--- config.mk ---
export PLATFORM = sky130hd
export DESIGN_NAME = mem_seq_ctrl
export DESIGN_NICKNAME = d
export VERILOG_FILES = /design/src/rtl/mem_seq_ctrl.sv
export SDC_FILE = /design/constraint.sdc
export NUM_CORES = 1
export LEC_CHECK = 0
export CAP_MARGIN = 20
export CORE_MARGIN = 3
export CORE_UTILIZATION = 34
export DETAILED_ROUTE_END_ITERATION = 8
export DONT_BUFFER_PORTS = 1
export SKIP_CTS_REPAIR_TIMING = 1
export SLEW_MARGIN = 0
export SYNTH_ARGS = -nofsm -noshare
export SYNTH_HDL_FRONTEND = slang
export SYNTH_SLANG_ARGS = --single-unit
--- constraint.sdc ---
create_clock -name clk -period 1.4 [get_ports clk]
set_input_delay 0.21 -clock clk [delete_from_list [all_inputs] [get_ports clk]]
set_output_delay 0.21 -clock clk [all_outputs]
set_load 0.005 [all_outputs]
--- src/rtl/mem_seq_ctrl.sv ---
// mem_seq_ctrl - request sequencer in front of a synchronous single-port memory.
//
// Accepts single-beat write/read commands over a valid/ready handshake,
// drives the memory read/write strobes, address and write data, captures
// the registered memory read data and returns it over a valid/ready
// response channel. read and write are never asserted in the same cycle.
//
// Optional feature macro: MEM_SEQ_CTRL_BURST_EN
//   defined   -> req_len is honoured, reads return req_len+1 beats with
//                wrapping addresses
//   undefined -> every read returns exactly one beat
//
// Ports:
//   clk, rst                 clock (rising edge), async active-high reset
//   req_valid/req_ready      command handshake
//   req_write                1 = write, 0 = read
//   req_addr, req_wdata      start address, write data
//   req_len                  burst length minus 1 (burst builds only)
//   rsp_valid/rsp_ready      read response handshake
//   rsp_rdata                read data
//   mem_read, mem_write      memory strobes (registered, mutually exclusive)
//   mem_addr, mem_wdata      memory address / write data (hold when idle)
//   mem_rdata                registered memory read data
module mem_seq_ctrl #(
  parameter int ADDR_W = 5,
  parameter int DATA_W = 8
) (
  input  logic              clk,
  input  logic              rst,
  input  logic              req_valid,
  output logic              req_ready,
  input  logic              req_write,
  input  logic [ADDR_W-1:0] req_addr,
  input  logic [DATA_W-1:0] req_wdata,
  input  logic [2:0]        req_len,
  output logic              rsp_valid,
  input  logic              rsp_ready,
  output logic [DATA_W-1:0] rsp_rdata,
  output logic              mem_read,
  output logic              mem_write,
  output logic [ADDR_W-1:0] mem_addr,
  output logic [DATA_W-1:0] mem_wdata,
  input  logic [DATA_W-1:0] mem_rdata
);

  typedef enum logic [2:0] {
    IDLE  = 3'd0,
    WR    = 3'd1,
    RD    = 3'd2,
    RWAIT = 3'd3,
    RESP  = 3'd4
  } state_t;

  state_t state_r;
  state_t state_s;

  logic              req_ready_s;
  logic              rsp_valid_s;
  logic [DATA_W-1:0] rsp_rdata_s;
  logic              mem_read_s;
  logic              mem_write_s;
  logic [ADDR_W-1:0] mem_addr_s;
  logic [DATA_W-1:0] mem_wdata_s;

`ifdef MEM_SEQ_CTRL_BURST_EN
  // Beats still to be issued after the one currently in flight.
  logic [2:0] beats_r;
  logic [2:0] beats_s;
`else
  // req_len has no effect in single-beat builds.
  logic unused_len_s;
  assign unused_len_s = ^req_len;
`endif

  // State register.
  always_ff @(posedge clk or posedge rst) begin
    if (rst) begin
      state_r <= IDLE;
    end else begin
      state_r <= state_s;
    end
  end

  // Next state and next values of every registered output.
  always_comb begin
    state_s     = state_r;
    req_ready_s = req_ready;
    rsp_valid_s = rsp_valid;
    rsp_rdata_s = rsp_rdata;
    mem_read_s  = 1'b0;
    mem_write_s = 1'b0;
    mem_addr_s  = mem_addr;
    mem_wdata_s = mem_wdata;
`ifdef MEM_SEQ_CTRL_BURST_EN
    beats_s     = beats_r;
`endif
    case (state_r)
      IDLE: begin
        if (req_valid && req_ready) begin
          req_ready_s = 1'b0;
          mem_addr_s  = req_addr;
          if (req_write) begin
            state_s     = WR;
            mem_write_s = 1'b1;
            mem_wdata_s = req_wdata;
          end else begin
            state_s    = RD;
            mem_read_s = 1'b1;
`ifdef MEM_SEQ_CTRL_BURST_EN
            beats_s    = req_len;
`endif
          end
        end else begin
          // Also raises req_ready on the first edge after reset release.
          req_ready_s = 1'b1;
        end
      end
      WR: begin
        state_s     = IDLE;
        req_ready_s = 1'b1;
      end
      RD: begin
        state_s = RWAIT;
      end
      RWAIT: begin
        // Memory registered the read on the previous edge; capture it now.
        state_s     = RESP;
        rsp_rdata_s = mem_rdata;
        rsp_valid_s = 1'b1;
      end
      RESP: begin
        if (rsp_ready) begin
          rsp_valid_s = 1'b0;
`ifdef MEM_SEQ_CTRL_BURST_EN
          if (beats_r != 3'd0) begin
            state_s    = RD;
            beats_s    = beats_r - 3'd1;
            mem_read_s = 1'b1;
            mem_addr_s = mem_addr + ADDR_W'(1);
          end else begin
            state_s     = IDLE;
            req_ready_s = 1'b1;
          end
`else
          state_s     = IDLE;
          req_ready_s = 1'b1;
`endif
        end else begin
          state_s = RESP;
        end
      end
      default: begin
        state_s     = IDLE;
        req_ready_s = 1'b0;
        rsp_valid_s = 1'b0;
      end
    endcase
  end

  // Output registers.
  always_ff @(posedge clk or posedge rst) begin
    if (rst) begin
      req_ready <= 1'b0;
      rsp_valid <= 1'b0;
      rsp_rdata <= {DATA_W{1'b0}};
      mem_read  <= 1'b0;
      mem_write <= 1'b0;
      mem_addr  <= {ADDR_W{1'b0}};
      mem_wdata <= {DATA_W{1'b0}};
    end else begin
      req_ready <= req_ready_s;
      rsp_valid <= rsp_valid_s;
      rsp_rdata <= rsp_rdata_s;
      mem_read  <= mem_read_s;
      mem_write <= mem_write_s;
      mem_addr  <= mem_addr_s;
      mem_wdata <= mem_wdata_s;
    end
  end

`ifdef MEM_SEQ_CTRL_BURST_EN
  // Remaining-beat counter.
  always_ff @(posedge clk or posedge rst) begin
    if (rst) begin
      beats_r <= 3'd0;
    end else begin
      beats_r <= beats_s;
    end
  end
`endif

endmodule

# After elaboration in Yosys (flattened, before gate mapping)
# Cells that the tools add are included.
dict set report totals {
  out_inout_bits 25
  latchBits 0
  ram_bits 0
  in_bits 29
  rom_bits 0
  register_bits 28
  wordCells 39
  memories 0
}
dict set report op_classes {
  shifts 0
  eq_ne 6
  n_reduce_logical 8
  addsub 0
  n_mux 15
  magnitude_cmp 0
  n_bitwise 2
  n_div 0
  n_mul 0
}
# op count
set ops {}
lappend ops {{$pmux 3 s4} 1}
lappend ops {{$mux 1} 9}
lappend ops {{$eq 3x2->1 const B} 2}
lappend ops {{$mux 3} 2}
lappend ops {{$reduce_and 2->1} 3}
lappend ops {{$ne 2x2->1 const B} 2}
lappend ops {{$pmux 1 s4} 1}
lappend ops {{$eq 3x1->1 const B} 1}
lappend ops {{$eq 3x3->1 const B} 1}
lappend ops {{$logic_not 3->1} 1}
lappend ops {{$pmux 1 s3} 1}
lappend ops {{$reduce_and 3->1} 1}
lappend ops {{$reduce_or 3->1} 1}
lappend ops {{$mux 2} 1}
lappend ops {{$not 1->1} 2}
lappend ops {{$reduce_or 2->1} 1}
lappend ops {{$logic_and 1x1->1} 1}

# Logic depth before layout (Yosys ltp)
dict set report depth {
  depth_word 4
  ltp_mapped 4
  mapped_depth_nobuf 3
}

# Worst setup path after synthesis
# No wires, ideal clock.
dict set report synth_path {
  kind {register to register}
  startpoint {register state_r[2]}
  endpoint {register mem_wdata[0]}
  n_path_buf 1
  synth_period_minus_slack_ps 1465
  stages_incl_launch_ff 4
  setup_ps 125
  arrival_time_ps 1340
  slack_ps -65
  t_required_ps 1275
  cell_sequence {dfrtp_1 > buf_6 > nor4_4 > mux2_2}
}
dict set report synth_via {
  elab_chain_cells 2
}
# element line_no
set synth_lines {}
lappend synth_lines {{start, declared} 54} ;# state_t state_r;
lappend synth_lines {{start signal, assigned} 80} ;# state_r <= state_s;
lappend synth_lines {{$logic_not 3->1} 97} ;# case (state_r)
lappend synth_lines {{$reduce_and 3->1 (no line)} n/a}
lappend synth_lines {{end signal, assigned} 169} ;# mem_wdata <= {DATA_W{1'b0}};
lappend synth_lines {{end signal, assigned} 177} ;# mem_wdata <= mem_wdata_s;
lappend synth_lines {{end, declared} 42} ;# output logic [DATA_W-1:0] mem_wdata,
# No other way between the ends.
# A chain may end at the register's enable or synchronous reset.

# Worst setup path in the final report
dict set report layout_path {
  startpoint {register state_r[0]}
  endpoint {register mem_wdata[5]}
}
# Same word-level chain as after synthesis.

==> impl_metrics.yaml <==
run_status:
  outcome: "finished, final reports clean"
routing:
  drt_iter0_markers: 28
  postRouteAntennaNets: 0
  wl_um: 2324
  wire_per_inst_um: 15.70
  dr.pass1.iters: 4
  vias: 710
  drt-vias-per-instance: 4.797
  route.detailed.drc: 0
power_and_ir_drop:
  peakVddDrop_mv: 1.081
  pwr_density_cell_nw_per_um2: 1910
  leakage_nw: 0.6818
floorplan:
  initial_core_util: 0.3779
  core_area_um2: 2900
  fp.dieW_um: 62.78
  die_y_um: 62.78
  ios: 54
  fp-row-count: 19
  die-area_um2: 3941
placement:
  port_buffers: 0
  dpl.hpwl_um: 1384
  placed_area_um2: 1200
  gp_congestion: 0.7576
setup_path:
  reg2reg_slack_ns: 0.007
  cp-end-kind: "flop"
  cp_data_required_time_ns: 1.62
  r2r-start: "state_r[0]"
  critPathLaunch: "state_r[0]"
  path_max_fanout: 9
  crit_type: "reg2reg"
  crit_path_start_kind: "flop"
  cp.arrival_ns: 1.62
final_layout:
  ff_latch_area_um2: 703.2
  drive_above_1_share: 0.3774
  multi_input_area_um2: 410.4
  fin_nets: 136
  nFillCells: 252
  postLayoutCoreUtil: 0.5272
  stdcell_area_um2: 1529
  areaGrowthSynthToFinish_pct: 39.50
  n_antenna_cell: 0
synthesis:
  synth_xor_xnor_area_share: 0
  yosys_warnings: 0
  ys_types: 17
  syn_area_um2: 1096
  synthAdderAreaFrac: 0
  syn_nets: 102
  synth_top_family_by_area: "multiplexers"
  muxShareOfSynthArea: 0.2158
  ys_seq_area_frac: 0.6393
  synth_compound_area_frac: 0.03311
  synth.ff_latch_count: 28
  syn_avg_cell_area_um2: 15.01
  netlist_instances: 73
  synth-simple-area-share: 0.08219
global_routing:
  grt_overflow: 0
  grt_pass1_wl_um: 3022
  antenna_found_initial: 0
  grt_pass1_vias: 632
  track_usage: 0.09809
  grt_max_degree: 29
sta:
  rsz0062_at_grt: "yes"
  finClkSkew_ns: 0.003151
  hold_viol_final: 0
  slew_headroom: 0.7656
  finalSetupViolCount: 0
  timing.fmax_mhz: 717.7
  period_share: 0.9952
  period_minus_slack_ns: 1.393
  report.final.slew_viol_count: 0
  worst_pin_slew_ns: 0.3515
cts:
  clk_pin_slew_worst_paths_ns: 0.14
  cts_tree: "done"
  h-tree-depth: 1
  clk_latency_ns: 0.32
  cts_buffers: 3
  cts.path.max_buffers: 2
  cts_sinks: 28
  root_buffer: "clkbuf_4"
worst_hold_path:
  min_from: "mem_rdata[3]"
  hp-class: "in2reg"
flow_run:
  max-cap-violations: 0
## path summary, 6_finish.rpt
| path | cells after the start | to |
|---|---|---|
| setup / recovery | 3 | mem_wdata[5] |
| hold reg to reg | 1 | mem_addr[3] |
| max in group asynchronous | 3 | state_r[2] |
| hold / removal | 1 | rsp_rdata[3] |
| setup reg to reg | 3 | mem_wdata[5] |
| min in group asynchronous | 3 | mem_wdata[5] |
## cells in the final DEF (no fill, tap or decap), types with 2 or more instances in the layout
cell type / instances
dfrtp_1: 26
dlygate4sd3_1: 22
mux2_4: 12
mux2_2: 9
buf_4: 7
nand2_1: 4
inv_1: 3
clkbuf_4: 3
nand3_1: 2
nor4_4: 2
nor2_1: 2
buf_6: 2
dfrtp_2: 2
## cells in the mapped netlist (all sizes together)
master	count	area [um2]
inv	3	11.26
buf	3	21.27
mux2	21	236.5
nor3	1	5.000
nand2	5	18.77
a21boi	1	7.510
nor2b	1	6.260
o21a	1	7.510
dfrtp	28	700.7
nand3	2	10.01
nor2	2	7.510
o21bai	1	7.510
a221oi	1	8.760
nor4	2	42.54
o21ai	1	5.000
## routing by layer
metal | track usage | share of wire | vias to the layer above
met5 | 0 | 0 | -
met2 | 0.1691 | 0.55 | 31
met4 | 0.04132 | 0.0069 | 0
met1 | 0.09226 | 0.37 | 360
met3 | 0.06115 | 0.078 | 2
li1 | - | - | 317
## where the power goes
group	internal (mW)	switching [mW]
logic	0.678	0.330
clock network	0.159	0.221
registers	1.20	0.335
## cell families (layout without fill, tap and decap cells)
logic type	Yosys count	count (layout)
and+or+nand+nor	13	13
muxes	21	21
AOI/OAI and AO/OA	5	5
DFF	28	28
buffers and inverters	6	39
## critical path, cell delays in order (launching register included)
cell and delay [ns]:
dfrtp_2 0.49, nor4_4 0.27, buf_6 0.20, mux2_2 0.34
## state kept, by name, indices dropped and copies added, names as in the netlist
signal and cells:
mem_wdata 8, rsp_rdata 8, mem_addr 5, state_r 3, mem_read 1, mem_write 1
req_ready 1, rsp_valid 1
## metrics by stage
stage	power, mW	hold WS (ns)	instances	setup WS (ns)	TNS (ns)
floorplan	2.062	0.2754	73	-0.06516	-0.5005
global placement	2.271	0.1822	120	-0.02475	-0.1902
detailed placement	2.316	0.1870	120	-0.04457	-0.4206
CTS	2.707	-0.1934	124	-0.06439	-0.6587
global route	3.132	0.007968	148	-0.04942	-0.3786
finish	2.921	0.03501	148	0.006692	0
## final cells by class
| type | count | share of cell area |
|---|---|---|
| clock buffers | 4 | 0.02373 |
| multi-input cells | 39 | 0.2684 |
| well taps | 42 | 0.03437 |
| inverters | 3 | 0.007365 |
| repair buffers | 32 | 0.2062 |
| flip-flops and latches | 28 | 0.4599 |
Power figures use the tool's default switching activity.
